===== config.mk =====
export PLATFORM = sky130hd
export DESIGN_NAME = spi_master_ctrl
export DESIGN_NICKNAME = d
export VERILOG_FILES = /design/src/rtl/spi_pkg.sv /design/src/rtl/spi_clk_div.sv /design/src/rtl/spi_master_ctrl.sv
export SDC_FILE = /design/constraint.sdc
export NUM_CORES = 1
export LEC_CHECK = 0
export CORE_UTILIZATION = 55
export CTS_BUF_LIST = sky130_fd_sc_hd__clkbuf_4 sky130_fd_sc_hd__clkbuf_8 sky130_fd_sc_hd__clkbuf_16
export CTS_CLUSTER_SIZE = 24
export DETAILED_ROUTE_END_ITERATION = 7
export PLACE_DENSITY = 0.91
export SYNTH_ARGS = -nofsm -noshare
export SYNTH_HDL_FRONTEND = slang
export SYNTH_SLANG_ARGS = --single-unit

===== constraint.sdc =====
create_clock -name clk -period 2.6 [get_ports clk]
set_clock_uncertainty 0.15 [all_clocks]
set_input_delay 0.39 -clock clk [delete_from_list [all_inputs] [get_ports clk]]
set_output_delay 0.39 -clock clk [all_outputs]
set_load 0.005 [all_outputs]

===== src/rtl/spi_pkg.sv =====
// Shared types and defaults for the SPI master controller.
package spi_pkg;

  // Controller phases: idle, cs_n setup, bit shifting, cs_n hold.
  typedef enum logic [1:0] {IDLE, SETUP, XFER, HOLD} spi_state_t;

  localparam int SPI_DATA_W  = 8;
  localparam int SPI_CLK_DIV = 4;

  // Clk cycles from the accepting edge to the done edge:
  // one setup tick, 2*data_w sclk half-periods, one hold tick.
  function automatic int xfer_cycles(input int data_w, input int clk_div);
    return (2 * data_w + 2) * clk_div;
  endfunction

endpackage


===== src/rtl/spi_clk_div.sv =====
// Free-running divider that emits a one-cycle tick every CLK_DIV cycles while enabled.
module spi_clk_div #(
  parameter int CLK_DIV = 4
) (
  input  logic clk,
  input  logic rstn,
  input  logic en,
  output logic tick
);

  localparam int CW = (CLK_DIV > 1) ? $clog2(CLK_DIV) : 1;
  localparam logic [CW-1:0] TERM = CW'(CLK_DIV - 1);

  logic [CW-1:0] cnt;

  // Count 0..CLK_DIV-1 while enabled; clear whenever disabled so each transfer starts aligned.
  always_ff @(posedge clk or negedge rstn) begin
    if (!rstn) begin
      cnt <= '0;
    end else if (!en) begin
      cnt <= '0;
    end else if (cnt == TERM) begin
      cnt <= '0;
    end else begin
      cnt <= cnt + CW'(1);
    end
  end

  assign tick = en && (cnt == TERM);

endmodule


===== src/rtl/spi_master_ctrl.sv =====
// Mode-0 SPI master: one DATA_W-bit full-duplex transfer per accepted start.
//
// Handshake: start is a request that is accepted on any rising clk edge where
// start=1 and busy=0 (i.e. the controller is IDLE). busy then stays high until
// the edge that raises done; requests seen while busy=1 are dropped, not queued.
// done is a one-cycle strobe, and the controller is already IDLE in that cycle,
// so a start held high is accepted immediately (back-to-back transfers).
module spi_master_ctrl
  import spi_pkg::*;
#(
  parameter int DATA_W  = SPI_DATA_W,
  parameter int CLK_DIV = SPI_CLK_DIV
) (
  input  logic              clk,
  input  logic              rstn,
  input  logic              start,
  input  logic [DATA_W-1:0] tx_data,
  output logic [DATA_W-1:0] rx_data,
  output logic              busy,
  output logic              done,
  output logic              sclk,
  output logic              mosi,
  input  logic              miso,
  output logic              cs_n
);

  localparam int BW = $clog2(DATA_W + 1);
  localparam logic [BW-1:0] LAST_BIT = BW'(DATA_W);

  // Current phase; kept as a named signal so checkers can bind to it.
  spi_state_t state;
  spi_state_t next_state;

  logic              tick;
  logic [DATA_W-1:0] tx_shift;
  logic [DATA_W-1:0] rx_shift;
  logic [BW-1:0]     bit_cnt;

  // Per-edge action strobes decoded from state and divider tick.
  logic accept;
  logic rise;
  logic shift;
  logic last_fall;
  logic finish;

  spi_clk_div #(
    .CLK_DIV(CLK_DIV)
  ) u_clk_div (
    .clk (clk),
    .rstn(rstn),
    .en  (state != IDLE),
    .tick(tick)
  );

  // The outgoing bit is always the MSB of the transmit shifter, so loading,
  // shifting and clearing it also drives mosi.
  assign mosi = tx_shift[DATA_W-1];

  // State register.
  always_ff @(posedge clk or negedge rstn) begin
    if (!rstn) begin
      state <= IDLE;
    end else begin
      state <= next_state;
    end
  end

  // Next-state and action decode; each tick in XFER is one sclk toggle.
  always_comb begin
    next_state = state;
    accept     = 1'b0;
    rise       = 1'b0;
    shift      = 1'b0;
    last_fall  = 1'b0;
    finish     = 1'b0;
    case (state)
      IDLE: begin
        if (start) begin
          accept     = 1'b1;
          next_state = SETUP;
        end
      end
      SETUP: begin
        if (tick) begin
          next_state = XFER;
        end
      end
      XFER: begin
        if (tick) begin
          if (!sclk) begin
            rise = 1'b1;
          end else if (bit_cnt < LAST_BIT) begin
            shift = 1'b1;
          end else begin
            last_fall  = 1'b1;
            next_state = HOLD;
          end
        end
      end
      HOLD: begin
        if (tick) begin
          finish     = 1'b1;
          next_state = IDLE;
        end
      end
      default: begin
        next_state = IDLE;
      end
    endcase
  end

  // Datapath and pin registers driven by the decoded strobes.
  always_ff @(posedge clk or negedge rstn) begin
    if (!rstn) begin
      tx_shift <= '0;
      rx_shift <= '0;
      rx_data  <= '0;
      bit_cnt  <= '0;
      sclk     <= 1'b0;
      cs_n     <= 1'b1;
      busy     <= 1'b0;
      done     <= 1'b0;
    end else begin
      done <= 1'b0;
      if (accept) begin
        tx_shift <= tx_data;
        cs_n     <= 1'b0;
        busy     <= 1'b1;
        bit_cnt  <= '0;
      end
      if (rise) begin
        // miso is taken at the edge that raises sclk.
        sclk     <= 1'b1;
        rx_shift <= {rx_shift[DATA_W-2:0], miso};
        bit_cnt  <= bit_cnt + BW'(1);
      end
      if (shift) begin
        sclk     <= 1'b0;
        tx_shift <= {tx_shift[DATA_W-2:0], 1'b0};
      end
      if (last_fall) begin
        // mosi keeps the last bit through the hold phase.
        sclk <= 1'b0;
      end
      if (finish) begin
        cs_n     <= 1'b1;
        rx_data  <= rx_shift;
        done     <= 1'b1;
        busy     <= 1'b0;
        tx_shift <= '0;
      end
    end
  end

endmodule


; ---- Word-level counts from Yosys, hierarchy flattened
; Index checks and enable logic that the tools add are counted.
[totals]
out_inout_bits = 13
input_bits = 12
ff_bits = 36
[classes]
magnitude_cmp = 1
reduce_logical = 8
n_addsub = 2
n_eq_ne = 10
muxes = 37
[ops]
columns = operator, n
row1 = two-way mux 8 bit, 3
row2 = two-way mux 1 bit, 23
row3 = two-way mux 2 bit, 8
row4 = != test 2 bit (second input constant), 6
row5 = two-way mux 4 bit, 2
row6 = case mux 2 bit (4 select lines), 1
row7 = equality test 2 bit (second input constant), 3
row8 = AND reduction 6 bit, 1
row9 = nonzero test 2 bit, 3
row10 = nonzero test 3 bit, 2
row11 = adder 4 x 1 -> 4 bit (second input constant), 1
row12 = less-than comparator 4 bit (second input constant), 1
row13 = adder 2 x 1 -> 2 bit (second input constant), 1
row14 = equality test 2 x 1 -> 1 bit (second input constant), 1
row15 = logical NOT 2 bit, 1
row16 = logical AND 1 bit, 1

; ---- Logic depth before layout (Yosys ltp)
; Gate-level depths: netlist of run 1.
[logic_depth]
depth_word = 7
ltp_mapped = 7

; ---- Hierarchy
; From an unflattened synthesis of run 1, not the netlist that was laid out.
[hier_totals]
hier_cells = 128
area_unflattened_um2 = 1629.1
[modules_own_cells]
columns = module, area_per_inst_um2, seq_area_each_um2, instances, cells_each
row1 = spi_master_ctrl, 1540.2, 852.1, 1, 122
row2 = spi_clk_div, 88.8, 50.0, 1, 6

; ---- Least setup slack after synthesis of run 1
; Ideal clock, no wire load.
[synth_path]
path_type = reg-to-reg
start = reg state[0]
end = reg rx_shift[0]
stages_incl_launch_ff = 6
arrival_ns = 1.467
path_buffers = 1
setup_ns = 0.128
required_time_ns = 2.322
period_less_slack_ns = 1.745
path_slack_ns = 0.855
cell_sequence = dfrtp_1 inv_1 ha_1 and4bb_1 buf_4 mux2_1
[synth_between]
elab_chain_len = 4
[synth_rtl]
columns = item, line_no
row1 = start: declaration, spi_master_ctrl.sv:31  ; spi_state_t state;
row2 = start signal: assignment, spi_master_ctrl.sv:64  ; state <= next_state;
row3 = nonzero test 2 bit, spi_master_ctrl.sv:51  ; .en (state != IDLE),
row4 = logical AND 1 bit, spi_clk_div.sv:29  ; assign tick = en && (cnt == TERM);
row5 = two-way mux 1 bit, spi_master_ctrl.sv:89  ; if (tick) begin
row6 = two-way mux 1 bit *, spi_master_ctrl.sv:76  ; case (state)
row7 = end signal: assignment, spi_master_ctrl.sv:134  ; rx_shift <= {rx_shift[DATA_W-2:0], miso};
row8 = end: declaration, spi_master_ctrl.sv:36  ; logic [DATA_W-1:0] rx_shift;
; Every way passes the cells marked *; elsewhere a longest branch is shown, timed or not.
; A chain may end at the register's enable or synchronous reset.

; ---- Worst setup path after layout of run 1
[layout_path]
start = reg state[0]
end = reg tx_shift[2]
[layout_between]
elab_chain_len = 6
[layout_rtl]
columns = item, line_no
row1 = nonzero test 2 bit, spi_master_ctrl.sv:51
row2 = logical AND 1 bit, spi_clk_div.sv:29
row3 = two-way mux 1 bit, spi_master_ctrl.sv:89
row4 = two-way mux 1 bit, spi_master_ctrl.sv:76
row5 = two-way mux 8 bit, spi_master_ctrl.sv:137  ; if (shift) begin
row6 = two-way mux 8 bit, spi_master_ctrl.sv:145  ; if (finish) begin
row7 = end signal: assignment, spi_master_ctrl.sv:126  ; tx_shift <= tx_data;
row8 = end signal: assignment, spi_master_ctrl.sv:139  ; tx_shift <= {tx_shift[DATA_W-2:0], 1'b0};
row9 = end: declaration, spi_master_ctrl.sv:35  ; logic [DATA_W-1:0] tx_shift;
; Parallel ways exist; a longest one is shown, timed or not.

==> results of run 1 <==
-- cells in the mapped netlist (all sizes together), types with 2 or more instances --
library cell | instances | area (um^2)
a21oi | 2 | 10.01
a311oi | 7 | 105.1
buf | 6 | 53.80
clkbuf | 2 | 8.750
dfrtp | 35 | 875.8
ha | 6 | 75.07
inv | 3 | 13.77
mux2 | 18 | 202.7
nand2 | 15 | 63.81
nand3 | 15 | 75.07
nand3b | 3 | 35.03
nor2 | 2 | 7.510
nor2b | 2 | 20.02
nor3 | 8 | 40.04
-- registers in the layout, indices dropped and copies added, names as in the netlist --
name / cells
bit_cnt: 4
busy: 1
cs_n: 1
done: 1
rx_data: 8
rx_shift: 8
sclk: 1
state: 2
tx_shift: 8
u_clk_div.cnt: 2
-- stage by stage --
stage | area, um^2 | setup slack (ns)
after global placement | 1943 | 0.5116
after CTS | 2009 | 0.3760
final | 2009 | 0.3679
after floorplan | 1712 | 0.8553
after detailed placement | 1943 | 0.3894
after global routing | 2009 | 0.2201
-- routing by layer --
metal,vias to the layer above,share of wire (%),GRT usage (%)
met3,9,6.1,7.813
met2,37,51,40.03
met1,587,41,27.44
met5,-,0,0
li1,550,-,-
met4,0,2.1,10.20
-- logic make-up after synthesis --
kind of cell             count (synthesis)  synth area share [%]
AND/OR/NAND/NOR                         53                 18.20
flip-flops                              36                 52.70
multiplexers                            18                 11.84
AO/OA/AOI/OAI                           13                 8.407
buffers and inverters                   11                 4.459
adder cells (fa/ha/maj)                  6                 4.386
-- worst max-delay path, cell delays in order (launching register included) --
cell and delay [ns]:
dfrtp_1 0.43, inv_1 0.10, ha_1 0.53, nand3b_4 0.30
or2_1 0.38, a311oi_2 0.20
-- power groups by stage --
stage / Combinational [mW] / Clock [mW] / Sequential [mW]
finish: 0.667 / 0.330 / 0.828
CTS: 0.673 / 0.336 / 0.828
global placement: 0.626 / 0 / 0.822
floorplan: 0.480 / 0 / 0.808
detailed placement: 0.667 / 0 / 0.838
global route: 0.739 / 0.364 / 0.848
-- area by class of cell --
type                    instances  share of cell area [%]
well taps                      31                   1.930
inverters                       3                  0.6849
clock inverters                 1                  0.3736
repair buffers                 26                   12.70
flip-flops and latches         36                   44.89
clock buffers                   7                   2.927
multi-input cells              90                   36.49
-- how the worst max path moves through the flow --
stage                  end  slack [ns]
6_report       tx_shift[2]        0.37
5_1_grt        tx_shift[1]        0.22
4_1_cts        tx_shift[2]        0.38
3_5_place_dp   tx_shift[2]        0.39
3_3_place_gp   tx_shift[3]        0.51
2_1_floorplan  rx_shift[0]        0.86
==> impl_metrics.csv, run 1 <==
group,metric,value,unit
global_routing,track_usage,23.58,%
final_layout,antennaDiodeCount,0,
power,p_int,1.205,mW
global_routing,antenna_found_initial,0,
clock_tree,cts_tree,"yes",
final_layout,register_area,902.1,um^2
worst_setup_path,worstSetupEndpointType,"flop",
clock_tree,postCtsHoldBufs,0,
power,power.share.switching,33.98,%
sta,fmax,448.0,MHz
synthesis,synth_area,1712,um^2
worst_setup_path,criticalPathCategory,"flop to flop",
final_layout,final_core_util,70.44,%
routing,ant_nets,0,
power,pwr-share-seq,45.4,%
sta,finalSetupTns,0,ns
final_layout,final_common_cell,"dfrtp_1",
power,p_sw,0.6201,mW
final_layout,syn2layout_area_growth,17.40,%
power,p_per_area,908.2,nW/um^2
floorplanning,die_h,57.79,um
final_layout,final_cell_mix,"dfrtp_1 (35), clkdlybuf4s50_1 (24), nand3_1 (15)",
status,violations,"DRC",
min_path,holdCritPathClass,"input pin to asynchronous set/reset pin",
sta,drv_slew,0,
global_routing,grt_start_max_net_pins,37,
placed_design,gp_congestion,0.8279,
global_routing,grt-ovfl-total,0,
status,status,"finished with violations",
routing,vias_per_cell,6.098,
synthesis,yosysSeqAreaShare,52.70,%
flow_run,cap_viol_max_count,0,
worst_setup_path,worstReg2RegStart,"state[0]",
routing,drt_iter0_drc,53,
placed_design,dpl.cell_count,186,
worst_setup_path,crit_arrival,2.29,ns
global_routing,grt_pass1_vias,1240,
clock_tree,cts_buffer_depth,2,
sta,setup_violations,0,
placed_design,io_buffers,24,
floorplanning,die_x,57.79,um
synthesis,synthesis.nets,155,
routing,route.detailed.drc,4,
worst_setup_path,startpoint_type,"flop",
worst_setup_path,required,2.66,ns
floorplanning,start_util,60.00,%
sta,relSlewSlack,60.99,%
power,power_leakage,0.9510,nW
floorplanning,core_area,2853,um^2
floorplanning,die_area,3339,um^2
worst_setup_path,crit_path_max_fanout,16,
final_layout,drive_gt1_share,20.25,%
worst_setup_path,timing.rr.end,"tx_shift[2]",
routing,vias,1183,
sta,period_share,85.85,%
routing,wirelength,3.379,mm
clock_tree,cts.sinks,36,
synthesis,synth-edff-count,0,
sta,period_minus_slack,2.232,ns
final_layout,multi_input_area,733.2,um^2
clock_tree,root_buffer,"clkbuf_4",
worst_setup_path,r2r_cells,5,
global_routing,grt_pass1_wl,5.747,mm
clock_tree,cts_buffers,5,
synthesis,synth_flop_cell,"dfrtp_1",
sta,hold_slack,0.2984,ns
synthesis,synth_cell_type_count,36,
power,p_clk_share,18.1,%
sta,tightest_slew,0.5851,ns
synthesis,syn_avg_cell_area,12.49,um^2
power,peakVddDrop,0.0005226,V
power,p_total,1.825,mW
sta,finalHoldViolations,0,
synthesis,syn_inst,137,
synthesis,async_flop_share,100.0,%
clock_tree,path_clk_slew,0.12,ns
worst_setup_path,crit_path_start,"state[0]",
final_layout,stdcell_count,194,
synthesis,ys_ff_latch,36,
clock_tree,h-tree-depth,2,
worst_setup_path,reg2reg_slack,0.37,ns
synthesis,ys_warn_count,0,
placed_design,dpl.hpwl,2.334,mm
routing,wl_per_cell,17.42,um
sta,rsz0062_at_grt,"false",
clock_tree,clock_latency,0.35,ns
floorplanning,std_cell_rows,19,
clock_tree,postCtsSetupBuffers,0,
routing,dr.pass1.iters,6,
final_layout,fillers,217,
power,p_comb_share,36.5,%
floorplanning,io_pins,25,
clock_tree,ctsResizeCount,0,
final_layout,num-nets-final,180,
Power figures use the tool's default switching activity.
==> run 2, diff against run 1 <==
--- a/config.mk
+++ b/config.mk
@@ -5,11 +5,11 @@
 export SDC_FILE = /design/constraint.sdc
 export NUM_CORES = 1
 export LEC_CHECK = 0
-export CORE_UTILIZATION = 55
+export CORE_UTILIZATION = 57
 export CTS_BUF_LIST = sky130_fd_sc_hd__clkbuf_4 sky130_fd_sc_hd__clkbuf_8 sky130_fd_sc_hd__clkbuf_16
 export CTS_CLUSTER_SIZE = 24
 export DETAILED_ROUTE_END_ITERATION = 7
-export PLACE_DENSITY = 0.91
+export PLACE_DENSITY = 0.93
 export SYNTH_ARGS = -nofsm -noshare
 export SYNTH_HDL_FRONTEND = slang
 export SYNTH_SLANG_ARGS = --single-unit
==> run 2 against run 1 <==
The flow still finishes with violations (DRC). Die area fell by 3.4%. Fmax is 0.75% higher. Clock-buffer cell count rose by 1. Setup slack improved by 0.017 ns. Final cell count unchanged. Register-to-register slack improved by 0.02 ns. Critical path type unchanged. Highest routed layer unchanged.
==> impl_metrics.csv, run 2 (synthesized netlist as in run 1, its figures left out) <==
group,metric,value,unit
placed_design,gp_congestion,0.8292,
routing,vias_per_cell,6.000,
sta,relSlewSlack,61.03,%
power,p_per_area,911.0,nW/um^2
routing,ant_nets,0,
global_routing,grt_start_max_net_pins,37,
placed_design,io_buffers,24,
sta,setup_violations,0,
routing,drt_iter0_drc,23,
floorplanning,die_h,56.80,um
final_layout,syn2layout_area_growth,17.40,%
status,violations,"DRC",
final_layout,final_common_cell,"dfrtp_1",
power,power_leakage,0.9554,nW
worst_setup_path,worstReg2RegStart,"state[1]",
clock_tree,cts_buffer_depth,2,
power,p_comb_share,37.0,%
final_layout,largestRegisters,"rx_data x8, rx_shift x8, tx_shift x8",
final_layout,drive_gt1_share,20.25,%
final_layout,antennaDiodeCount,0,
final_layout,num-nets-final,180,
sta,tightest_slew,0.5845,ns
floorplanning,die_area,3226,um^2
routing,dr.pass1.iters,6,
clock_tree,root_buffer,"clkbuf_4",
worst_setup_path,required,2.67,ns
floorplanning,start_util,61.02,%
sta,drv_slew,0,
clock_tree,ctsResizeCount,0,
sta,period_share,85.21,%
sta,finalHoldViolations,0,
clock_tree,cts_buffers,5,
floorplanning,std_cell_rows,19,
power,p_clk_share,18.1,%
sta,period_minus_slack,2.215,ns
clock_tree,clock_latency,0.34,ns
floorplanning,die_x,56.80,um
final_layout,final_cell_mix,"dfrtp_1 (35), clkdlybuf4s50_1 (24), nand3_1 (15)",
floorplanning,core_area,2805,um^2
routing,wirelength,3.171,mm
worst_setup_path,startpoint_type,"flop",
power,pwr-share-seq,44.9,%
clock_tree,path_clk_slew,0.10,ns
sta,rsz0062_at_grt,"false",
global_routing,grt_pass1_vias,1156,
worst_setup_path,criticalPathCategory,"flop to flop",
global_routing,antenna_found_initial,0,
worst_setup_path,crit_arrival,2.28,ns
routing,wl_per_cell,16.35,um
flow_run,cap_viol_max_count,0,
global_routing,grt_pass1_wl,5.430,mm
clock_tree,h-tree-depth,2,
global_routing,grt-ovfl-total,0,
placed_design,dpl.hpwl,2.207,mm
power,p_total,1.831,mW
power,p_int,1.220,mW
routing,vias,1164,
routing,route.detailed.drc,6,
clock_tree,postCtsHoldBufs,0,
status,status,"finished with violations",
power,power.share.switching,33.35,%
sta,finalSetupTns,0,ns
clock_tree,postCtsSetupBuffers,0,
global_routing,track_usage,22.77,%
worst_setup_path,crit_path_start,"state[1]",
final_layout,final_core_util,71.63,%
min_path,holdCritPathClass,"input pin to asynchronous set/reset pin",
clock_tree,cts_tree,"yes",
power,p_sw,0.6106,mW
floorplanning,io_pins,25,
clock_tree,cts.sinks,36,
sta,fmax,451.4,MHz
worst_setup_path,worstSetupEndpointType,"flop",
worst_setup_path,crit_path_max_fanout,16,
power,peakVddDrop,0.0005521,V
run 2: cell count changes in the layout (fill, tap and decap cells not counted):
cell | before | now
clkbuf_4 | 6 | 7
clkinvlp_4 | 1 | 0
run 2: worst paths after layout:
path                                          to  slack, ns  depth (start not counted)
min in group clk                u_clk_div.cnt[0]       0.30                          1
worst min register to register  u_clk_div.cnt[0]       0.30                          1
max in group asynchronous                   cs_n       1.66                          2
worst max register to register          state[1]       0.38                          5
worst min-delay path            u_clk_div.cnt[1]       0.29                          2
worst max-delay path                    state[1]       0.38                          5
run 2: cell type report:
class / count / area [um^2]
sequential: 36 / 902.1
fill: 202 / 795.8
multi-input combinational: 90 / 733.2
timing repair buffer: 26 / 255.2
clock buffer: 8 / 66.31
tap: 31 / 38.79
inverter: 3 / 13.76
run 2: stage by stage:
step	std cells	worst slack (ns)	hold WS, ns	instance area (um^2)
2_1_floorplan	137	0.8553	-0.05559	1712
3_3_place_gp	186	0.5128	0.2711	1943
3_5_place_dp	186	0.4160	0.2936	1943
4_1_cts	194	0.3932	0.3065	2009
5_1_grt	194	0.1841	0.3277	2009
6_report	194	0.3846	0.2907	2009
run 2: per-layer routing:
metal / global-route usage (%) / part of all wire [%] / vias to the layer above
li1: - / - / 539
met1: 28.57 / 45 / 578
met2: 35.71 / 47 / 39
met3: 7.834 / 6.0 / 8
met4: 10.10 / 2.1 / 0
met5: 0 / 0 / -
run 2: worst max-delay path, cell delays in order (launching register included):
cell and delay (ns):
dfrtp_1 0.44, inv_1 0.10, ha_1 0.53, nor2_1 0.15
a221oi_1 0.35, mux2_1 0.38
run 2: power by group through the flow:
stage          clock network, mW  registers, mW  logic (mW)
2_1_floorplan                  0          0.808       0.480
3_3_place_gp                   0          0.821       0.624
3_5_place_dp                   0          0.834       0.673
4_1_cts                    0.338          0.822       0.679
5_1_grt                    0.357          0.840       0.750
6_report                   0.332          0.822       0.677
